==> src/rtl/cfg_pkg.sv <==
// Shared types and default sizing for the configuration-chain loader.
package cfg_pkg;

    localparam int WORD_W_DEFAULT    = 8;
    localparam int CHAIN_LEN_DEFAULT = 48;

    typedef enum logic [1:0] {
        ST_IDLE  = 2'd0,
        ST_FETCH = 2'd1,
        ST_SHIFT = 2'd2,
        ST_DONE  = 2'd3
    } state_e;

endpackage

==> src/rtl/cfg_piso.sv <==
// Parallel-in serial-out word register; the MSB is presented first.
module cfg_piso #(
    parameter int WORD_W = 8
) (
    input  logic              clk,
    input  logic              nrst,
    input  logic              load_i,
    input  logic              shift_i,
    input  logic [WORD_W-1:0] data_i,
    output logic              msb_o
);

    logic [WORD_W-1:0] shreg_q;
    logic [WORD_W-1:0] shreg_d;

    // Next value: load has priority over shift.
    always_comb begin
        shreg_d = shreg_q;
        if (load_i) begin
            shreg_d = data_i;
        end else if (shift_i) begin
            shreg_d = {shreg_q[WORD_W-2:0], 1'b0};
        end else begin
            shreg_d = shreg_q;
        end
    end

    // Word register with asynchronous clear.
    always_ff @(posedge clk or negedge nrst) begin
        if (!nrst) begin
            shreg_q <= '0;
        end else begin
            shreg_q <= shreg_d;
        end
    end

    assign msb_o = shreg_q[WORD_W-1];

endmodule

==> src/rtl/cfg_chain_loader.sv <==
// Streams host configuration words, MSB first, into a serial config chain
// of CHAIN_LEN bits, with stall, abort and completion signalling.
module cfg_chain_loader
    import cfg_pkg::*;
#(
    parameter int WORD_W    = WORD_W_DEFAULT,
    parameter int CHAIN_LEN = CHAIN_LEN_DEFAULT
) (
    input  logic              clk,
    input  logic              nrst,
    input  logic              start,
    input  logic              abort,
    input  logic [WORD_W-1:0] wdata,
    input  logic              wvalid,
    output logic              wready,
    output logic              cfg_en,
    output logic              cfg_shift,
    output logic              cfg_data,
    output logic              busy,
    output logic              done,
    output logic              aborted
);

    localparam int REM_W = $clog2(CHAIN_LEN + 1);
    localparam int BIT_W = $clog2(WORD_W + 1);

    state_e           state_q, state_d;
    logic [REM_W-1:0] rem_q, rem_d;
    logic [BIT_W-1:0] wbits_q, wbits_d;
    logic             cfg_en_q, cfg_shift_q, wready_q, busy_q, done_q, aborted_q;
    logic             load_s, shift_s, msb_s;

    assign load_s  = (state_q == ST_FETCH) && wvalid && !abort;
    assign shift_s = (state_q == ST_SHIFT) && !abort;

    cfg_piso #(.WORD_W(WORD_W)) u_piso (
        .clk    (clk),
        .nrst   (nrst),
        .load_i (load_s),
        .shift_i(shift_s),
        .data_i (wdata),
        .msb_o  (msb_s)
    );

    // Next-state and counter logic; abort wins over every other request.
    always_comb begin
        state_d = state_q;
        rem_d   = rem_q;
        wbits_d = wbits_q;
        case (state_q)
            ST_IDLE: begin
                if (start) begin
                    state_d = ST_FETCH;
                    rem_d   = REM_W'(CHAIN_LEN);
                end else begin
                    state_d = ST_IDLE;
                end
            end
            ST_FETCH: begin
                if (abort) begin
                    state_d = ST_IDLE;
                end else if (wvalid) begin
                    state_d = ST_SHIFT;
                    if (int'(rem_q) < WORD_W) begin
                        wbits_d = BIT_W'(rem_q);
                    end else begin
                        wbits_d = BIT_W'(WORD_W);
                    end
                end else begin
                    state_d = ST_FETCH;
                end
            end
            ST_SHIFT: begin
                if (abort) begin
                    state_d = ST_IDLE;
                end else begin
                    rem_d   = (rem_q != '0) ? rem_q - REM_W'(1) : '0;
                    wbits_d = (wbits_q != '0) ? wbits_q - BIT_W'(1) : '0;
                    if (wbits_q <= BIT_W'(1)) begin
                        state_d = (rem_q <= REM_W'(1)) ? ST_DONE : ST_FETCH;
                    end else begin
                        state_d = ST_SHIFT;
                    end
                end
            end
            ST_DONE: begin
                state_d = ST_IDLE;
            end
            default: begin
                state_d = ST_IDLE;
            end
        endcase
    end

    // State, counters and output flags, all registered from the next state.
    always_ff @(posedge clk or negedge nrst) begin
        if (!nrst) begin
            state_q     <= ST_IDLE;
            rem_q       <= '0;
            wbits_q     <= '0;
            cfg_en_q    <= 1'b0;
            cfg_shift_q <= 1'b0;
            wready_q    <= 1'b0;
            busy_q      <= 1'b0;
            done_q      <= 1'b0;
            aborted_q   <= 1'b0;
        end else begin
            state_q     <= state_d;
            rem_q       <= rem_d;
            wbits_q     <= wbits_d;
            cfg_en_q    <= (state_d == ST_FETCH) || (state_d == ST_SHIFT);
            cfg_shift_q <= (state_d == ST_SHIFT);
            wready_q    <= (state_d == ST_FETCH);
            busy_q      <= (state_d != ST_IDLE);
            done_q      <= (state_d == ST_DONE);
            aborted_q   <= abort && (state_q != ST_IDLE);
        end
    end

    assign cfg_en    = cfg_en_q;
    assign cfg_shift = cfg_shift_q;
    assign cfg_data  = cfg_shift_q & msb_s;
    assign wready    = wready_q;
    assign busy      = busy_q;
    assign done      = done_q;
    assign aborted   = aborted_q;

endmodule
==> config.mk <==
export PLATFORM = sky130hd
export DESIGN_NAME = cfg_chain_loader
export DESIGN_NICKNAME = d
export VERILOG_FILES = /design/src/rtl/cfg_pkg.sv /design/src/rtl/cfg_piso.sv /design/src/rtl/cfg_chain_loader.sv
export SDC_FILE = /design/constraint.sdc
export NUM_CORES = 1
export LEC_CHECK = 0
export ABC_AREA = 1
export CORE_AREA = 2 2 51 53
export CTS_CLUSTER_DIAMETER = 80
export DETAILED_ROUTE_END_ITERATION = 10
export DIE_AREA = 0 0 53 55
export DONT_BUFFER_PORTS = 1
export PLACE_DENSITY = 0.73
export SYNTH_ARGS = -nofsm -noshare
export SYNTH_HDL_FRONTEND = slang
export SYNTH_SLANG_ARGS = --single-unit
export TNS_END_PERCENT = 20
==> constraint.sdc <==
create_clock -name clk -period 2.07 [get_ports clk]
set_clock_uncertainty 0.2 [all_clocks]
set_input_delay 0.207 -clock clk [delete_from_list [all_inputs] [get_ports clk]]
set_output_delay 0.207 -clock clk [all_outputs]
set_load 0.005 [all_outputs]
# Word level (Yosys, flattened, before mapping)
# Cells that the tools add are included.
# totals
register_bits	26
inputBits	13
output_inout_bits	7
# op_classes
n_lt_le_gt_ge	3
reduce_logical	16
n_addsub	2
n_eq_ne	10
bitwise_logic	1
mux	19
# ops
op	n
two-way mux 4 bit	5
two-way mux 6 bit	3
two-way mux 8 bit	2
case mux 6 bit (2 select lines)	1
two-way mux 2 bit	5
nonzero test 2 bit	5
equality test 2 bit, second input constant	4
!= test 2 bit, second input constant	4
case mux 2 bit (4 select lines)	1
case mux 4 bit (2 select lines)	1
less-or-equal comparator 6 x 1 -> 1 bit, second input constant	1
less-than comparator 6 x 4 -> 1 bit, second input constant	1
nonzero test 6 bit	1
subtractor 6 x 1 -> 6 bit, second input constant	1
equality test 2 x 1 -> 1 bit, second input constant	2
less-or-equal comparator 4 x 1 -> 1 bit, second input constant	1
logical AND 1 bit	4
AND reduction 4 bit	1
nonzero test 4 bit	1
subtractor 4 x 1 -> 4 bit, second input constant	1
AND reduction 3 bit	1
zero test 2 bit	1
AND 1 bit	1
zero test 1 bit	1
other kinds (2)	2

# Longest topological paths before layout
# Gate-level depths: netlist (run 1).
# depth
depth_word	7
mapped_depth	10

# Hierarchy
# From an unflattened synthesis (run 1), not the netlist that was laid out.
# unflattened
hier_cells	172
area_unflattened_um2	1385.1
# by_module_without_submodules
module	cells_per_inst	n_inst	seq_area_each_um2	area_per_inst_um2
cfg_chain_loader	129	1	450.4	1008.5
cfg_piso	43	1	200.2	376.6

# Worst setup path after synthesis (run 1)
# OpenSTA, ideal clock, no wires.
# synth_path
path_kind	reg2reg
start	reg rem_q[1]
end	reg cfg_en_q (netlist: cfg_en)
path_stages_with_launch	7
t_arrival_ns	1.353
required_ns	1.744
path_slack_ns	0.391
cell_sequence	dfrtp_1 -> inv_1 -> ha_1 -> o211ai_1 -> a21oi_2 -> inv_1 -> ha_1
# synth_between
elab_chain_cells	7
word_cells_on_any_way	8
cone_classes	order compare: 1; eq/ne: 2; mux: 4; reduce/logical: 1
# synth_rtl
item	line	rtl
from (decl)	cfg_chain_loader.sv:28	logic [REM_W-1:0] rem_q, rem_d;
from (signal assigned)	cfg_chain_loader.sv:109	rem_q <= rem_d;
less-or-equal comparator 6 x 1 -> 1 bit (*)	cfg_chain_loader.sv:80	state_d = (rem_q <= REM_W'(1)) ? ST_DONE : ST_FETCH;
two-way mux 2 bit (*)	cfg_chain_loader.sv:80	
two-way mux 2 bit (*)	cfg_chain_loader.sv:79	if (wbits_q <= BIT_W'(1)) begin
two-way mux 2 bit (*)	cfg_chain_loader.sv:74	if (abort) begin
case mux 2 bit (4 select lines) (*)	cfg_chain_loader.sv:50	case (state_q)
named net state_d[1]	cfg_chain_loader.sv:27	state_e state_q, state_d;
equality test 2 x 1 -> 1 bit / equality test 2 bit (equally long branches)	cfg_chain_loader.sv:111	cfg_en_q <= (state_d == ST_FETCH) || (state_d == ST_SHIFT);
logical OR 1 bit (*)	cfg_chain_loader.sv:111	
to (signal assigned)	cfg_chain_loader.sv:111	
to (decl)	cfg_chain_loader.sv:30	logic cfg_en_q, cfg_shift_q, wready_q, busy_q, done_q, aborted_q;
# The timed path passes the listed nets; every way through them passes the cells marked *.
# A chain may end at the register's enable or synchronous reset.

# Worst setup path after layout (run 1)
# layout_path
start	in abort
end	reg state_q[0]
# layout_between
elab_chain_cells	2
word_cells_on_any_way	3
cone_classes	mux: 3
# layout_rtl
item	line	rtl
from (decl)	cfg_chain_loader.sv:12	input logic abort,
two-way mux 2 bit (on tied branches)	cfg_chain_loader.sv:74, cfg_chain_loader.sv:60	
case mux 2 bit (4 select lines) (*)	cfg_chain_loader.sv:50	
named net state_d[0]	cfg_chain_loader.sv:27	
to (signal assigned)	cfg_chain_loader.sv:108	state_q <= state_d;
to (decl)	cfg_chain_loader.sv:27	
# Marked as above.

==> results.cfg, run 1 <==
[outcome]
status = finished, final reports clean

[worst_setup_path]
slowest_stage = dlygate4sd3_1
cp_data_required_time_ps = 2090
cp-end-kind = flip-flop
crit_start = abort
critPathLaunchType = input pin
crit_cells = 7
rr_startpoint = rem_q[0]$_DFFE_PN0P_
arrival_ps = 1940
critPathKind = input pin to flip-flop
slowest_delay_ps = 610
cp_max_fo = 7
ff2ff_path_depth = 6
critPathBufInv = 3
critPathMostFrequentCell = dlygate4sd3_1
path_delay_family = buffers and inverters
crit_path_cell_trace = dlygate4sd3_1, inv_1, nand3_2, nor2_1, a21oi_1, nand2_1, dlygate4sd3_1

[final_layout]
n_antenna_cell = 0
layout.nets = 210
utilization_pct = 66.67
layout_commonest_cell = nand2_1
drive_gt1_share_pct = 6.878
syn2layout_area_growth_pct = 15.28
mostFrequentLayoutCells = 51 x nand2_1, 26 x dfrtp_1, 23 x inv_1, 21 x nor2_1, 14 x o21ai_0
n_fill_cell = 194

[floorplanning]
start_util_pct = 57.83
num_rows = 18
io_pins = 20
die-area_sq_um = 2915
die_w_um = 53
coreArea_sq_um = 2365
chipHeight_um = 55

[drt]
postRouteAntennaNets = 0
drt_wl_total_mm = 2.761
routed-via-count = 1135
routed_via_density = 5.183
wire_per_inst_um = 12.61
drt-initial-drc-count = 19
drc = 0
drt-pass1-iter-count = 4

[sta]
fin_crit_sh_pct = 92.43
fin_ws_ps = 156.7
hold_violations = 0
tightestPinTransition_ps = 390.5
post-route-min-period_ps = 1913
drv_slew = 0
fmax_mhz = 522.7
setup_viol = 0
whs_ps = 125.4
tns_ps = 0
max-slew-margin-rel_pct = 73.90
rsz0062_at_grt = no

[grt]
grtUsageTotal_pct = 22.33
grt_pass1_wl_mm = 4.685
grt_pass1_vias = 1147
grt_max_degree = 27
grt.overflow.total = 0
antenna_found_initial = 0

[hold_path]
hp-class = input pin to asynchronous set/reset pin

[synth]
synth_top_area_share_pct = 47.58
synth-seq-cells = 26
mappedNetlistNets = 192
synth.distinct_cells = 21
yosysTopAreaCell = dfrtp_1
ys_top_cells_by_area = dfrtp_1 48%, nand2_1 14%, ha_1 6.4%
ys_warn_count = 0
avgSynthCellArea_sq_um = 7.951
yosysSeqAreaShare_pct = 47.58
synth.cell_area_sq_um = 1368
synthCells = 172

[clock_network]
postCtsSetupBuffers = 0
cts_root_buf = clkbuf_4
cts.sinks = 26
cts_buffers = 3
cts_hold_buf = 14
clockBufferDepth = 2
clock_latency_ps = 320
htree_levels = 1
cts_resized = 0
cts_tree = yes
clkSlewWorstSetupHoldPaths_ps = 140

[pwr]
fin_total_pwr_w = 0.001523
leakage_nw = 0.8317
power.density_nw_per_um2 = 966.0
ir_drop_mv = 0.8211

[placed_design]
placement.io_buffers = 0
preCtsSetupSlack_ps = 244.9
gp_congestion = 0.8727
dp.final_hpwl_mm = 1.934

[run]
drv_cap = 0
## worst reg2reg max path, cell delays in order (launching register included)
cell	delay [ps]
dfrtp_1	440
inv_1	130
ha_1	240
o211ai_1	140
a21oi_2	240
inv_1	90
ha_1	270
## stage by stage
stage                     area [sq um]  std cells
after floorplan                   1368        172
after detailed placement          1390        201
after CTS                         1577        219
after global placement            1390        201
final                             1577        219
after global routing              1577        219
## cell families after synthesis
kind of cell	after synthesis	synth area share [%]
simple gates	84	25.34
compound gates	27	11.25
buf+inv	27	8.783
flops	26	47.58
fa+ha+maj	7	6.404
xor+xnor	1	0.6406
## sequential cells by signal, summed over array words and instances, names as in the netlist
name and flops:
done 1, wready 1, cfg_shift 1, rem_q 6, state_q 2, aborted 1
wbits_q 4, u_piso.shreg_q 8, cfg_en 1, busy 1
## synth_stat cells
cell	n
a21oi_1	6
a21oi_2	1
a31oi_1	1
buf_4	1
buf_6	2
dfrtp_1	26
ha_1	7
inv_1	23
inv_2	1
nand2_1	51
nand2_2	1
nand3_1	5
nand3_2	2
nand3b_1	1
nand4_1	2
nor2_1	21
nor3_1	1
o211ai_1	4
o21ai_0	14
o21ai_2	1
xor2_1	1
## layer usage
metal  vias to the layer above  track usage [%]  wire length, um
met4                         0            6.410               31
met5                         -                0                0
met2                        20            44.17             1419
li1                        577                -                -
met3                         4            4.839               88
met1                       534            23.75             1221
## cell type report
cell class / count / area [sq um] / share of cell area, %
sequential: 26 / 650.6 / 41.27
inverter: 24 / 90.09 / 5.714
clock buffer: 4 / 36.28 / 2.302
timing repair buffer: 16 / 165.2 / 10.48
multi-input combinational: 119 / 596.8 / 37.86
tap: 30 / 37.54 / 2.381
## where the power goes
group	total [W]	internal, W	switching [W]
registers	0.000754	0.000659	0.0000955
clock network	0.000252	0.000108	0.000145
logic	0.000516	0.000196	0.000320
## worst paths after layout
| kind | to | slack [ps] |
|---|---|---|
| worst min register to register | u_piso.shreg_q[2]$_DFFE_PN0P_ | 320 |
| min in group clk | wready$_DFF_PN0_ | 130 |
| worst max register to register | cfg_en$_DFF_PN0_ | 230 |
| worst max-delay path | state_q[0]$_DFF_PN0_ | 160 |
| max in group asynchronous | cfg_shift$_DFF_PN0_ | 1390 |
| worst min-delay path | wbits_q[3]$_DFFE_PN0P_ | 130 |
No activity file was read; power rests on OpenSTA's default activity.
==> inputs of run 2 (changes only) <==
--- a/config.mk
+++ b/config.mk
@@ -8,8 +8,8 @@
 export ABC_AREA = 1
 export CORE_AREA = 2 2 51 53
-export CTS_CLUSTER_DIAMETER = 80
 export DETAILED_ROUTE_END_ITERATION = 10
 export DIE_AREA = 0 0 53 55
 export DONT_BUFFER_PORTS = 1
+export GPL_TIMING_DRIVEN = 0
 export PLACE_DENSITY = 0.73
 export SYNTH_ARGS = -nofsm -noshare
==> constraint.sdc (replaced) <==
create_clock -name clk -period 2.07 [get_ports clk]
set_clock_uncertainty 0.2 [all_clocks]
set_input_delay 0.621 -clock clk [delete_from_list [all_inputs] [get_ports clk]]
set_output_delay 0.621 -clock clk [all_outputs]
set_load 0.005 [all_outputs]
==> run 2 against run 1 <==
Compared with the run above: utilization down 3.8 points; non-clock buffer count down 11; worst hold slack better by 93 ps; final cell count down 5.0%; die area unchanged; worst setup slack about the same; global-route usage down 0.44 points; design area down 5.6%; first-iteration DRC count up 32%; sequential power about the same; critical path type is now flip-flop to flip-flop; highest routed layer unchanged.
==> results.cfg, run 2 (synthesis results as in run 1) <==
[drt]
routed_via_density = 5.240
routed-via-count = 1090
drt-pass1-iter-count = 4
drc = 0
drt-initial-drc-count = 25
drt_wl_total_mm = 2.692
postRouteAntennaNets = 0
wire_per_inst_um = 12.94

[worst_setup_path]
rr_startpoint = rem_q[1]$_DFFE_PN0P_
critPathKind = flip-flop to flip-flop
r2r_end = cfg_en$_DFF_PN0_
cp_data_required_time_ps = 2090
cp_max_fo = 6
crit_path_cell_trace = inv_1, ha_1, o211ai_1, a21oi_2, inv_1, ha_1
worst-r2r-setup-slack_ps = 160
cp-end-kind = flip-flop
critPathBufInv = 2
critPathLaunchType = flip-flop
ff2ff_path_depth = 6
arrival_ps = 1940
path_delay_family = adder cells
slowest_stage = dfrtp_1
slowest_delay_ps = 380

[floorplanning]
chipHeight_um = 55
io_pins = 20
die_w_um = 53
num_rows = 18
start_util_pct = 57.83
die-area_sq_um = 2915
coreArea_sq_um = 2365

[outcome]
status = finished, final reports clean

[clock_network]
htree_levels = 1
cts_tree = yes
cts_buffers = 3
cts.sinks = 26
clock_latency_ps = 320
clkSlewWorstSetupHoldPaths_ps = 150
cts_root_buf = clkbuf_4
clockBufferDepth = 2

[placed_design]
dp.final_hpwl_mm = 2.020
gp_congestion = 0.9060
placement.io_buffers = 0

[sta]
tns_ps = 0
setup_viol = 0
drv_slew = 0
tightestPinTransition_ps = 298.7
fmax_mhz = 522.6
hold_violations = 0
post-route-min-period_ps = 1913
max-slew-margin-rel_pct = 80.02
rsz0062_at_grt = no
fin_crit_sh_pct = 92.43

[pwr]
leakage_nw = 0.7956
ir_drop_mv = 0.6803
power.density_nw_per_um2 = 1082

[final_layout]
drive_gt1_share_pct = 7.865
regMostFlops = u_piso.shreg_q
mostFrequentLayoutCells = 51 x nand2_1, 26 x dfrtp_1, 23 x inv_1, 21 x nor2_1, 14 x o21ai_0
n_antenna_cell = 0
utilization_pct = 62.91
largest_reg_flops = 8
reg_top3 = u_piso.shreg_q: 8 flops, rem_q: 6 flops, wbits_q: 4 flops
layout_commonest_cell = nand2_1
syn2layout_area_growth_pct = 8.783
layout.nets = 199
n_fill_cell = 214

[hold_path]
min_path_cells = 2
hp-class = input pin to flip-flop
hold_end = u_piso.shreg_q[0]$_DFFE_PN0P_
hold_path_startpoint = wdata[0]

[grt]
grt.overflow.total = 0
grt_pass1_wl_mm = 4.671
grtUsageTotal_pct = 21.90
grt_pass1_vias = 1074
antenna_found_initial = 0
grt_max_degree = 27

[run]
drv_cap = 0
run 2: cell count changes in the layout (fill, tap and decap cells not counted):
cell           previous run  this run
dlygate4sd3_1            13         1
bufinv_16                 0         1
buf_4                     2         1
clkbuf_8                  1         0
buf_6                     0         2
run 2: repair_timing:
action	in CTS	in global routing
hold buffers	2	0
gates resized for setup	0	0
endpoints found under the hold margin	26	0
setup buffers	0	0
run 2: where the power goes:
part	total [W]	switching [W]	internal, W
Clock	0.000349	0.000154	0.000196
Sequential	0.000752	0.0000940	0.000658
Combinational	0.000508	0.000323	0.000185
run 2: layer usage:
layer	vias up	part of all wire [%]	global-route usage, %
li1	552	-	-
met1	517	44	27.18
met2	19	51	39.79
met3	2	3.6	3.226
met4	0	0.56	6.410
met5	-	0	0
run 2: cell type report:
class	count	area, sq um	area share [%]
Sequential cell	26	650.6	43.73
Multi-Input combinational cell	119	596.8	40.12
Inverter	24	90.09	6.055
Tap cell	30	37.54	2.523
Clock inverter	1	30.03	2.018
Timing Repair Buffer	2	30.03	2.018
Buffer	3	30.03	2.018
Clock buffer	3	22.52	1.514
run 2: worst max path at each step:
stage                            end            startpoint  depth (start not counted)
floorplan           cfg_en$_DFF_PN0_                 abort                          8
global placement    cfg_en$_DFF_PN0_                 abort                          7
detailed placement  cfg_en$_DFF_PN0_                 abort                          7
CTS                 cfg_en$_DFF_PN0_  rem_q[1]$_DFFE_PN0P_                          6
global route        cfg_en$_DFF_PN0_  rem_q[1]$_DFFE_PN0P_                          6
finish              cfg_en$_DFF_PN0_  rem_q[1]$_DFFE_PN0P_                          6
run 2: stage by stage:
step / power, W / hold WS (ps) / setup WS [ps] / instance area, sq um / cells
floorplan: 0.001139 / 125.4 / 218.1 / 1368 / 172
global route: 0.001737 / 211.6 / 43.96 / 1488 / 208
finish: 0.001609 / 218.3 / 156.6 / 1488 / 208
CTS: 0.001625 / 210.0 / 158.8 / 1488 / 208
global placement: 0.001220 / 125.9 / 62.22 / 1405 / 202
detailed placement: 0.001261 / 126.0 / 10.90 / 1405 / 202
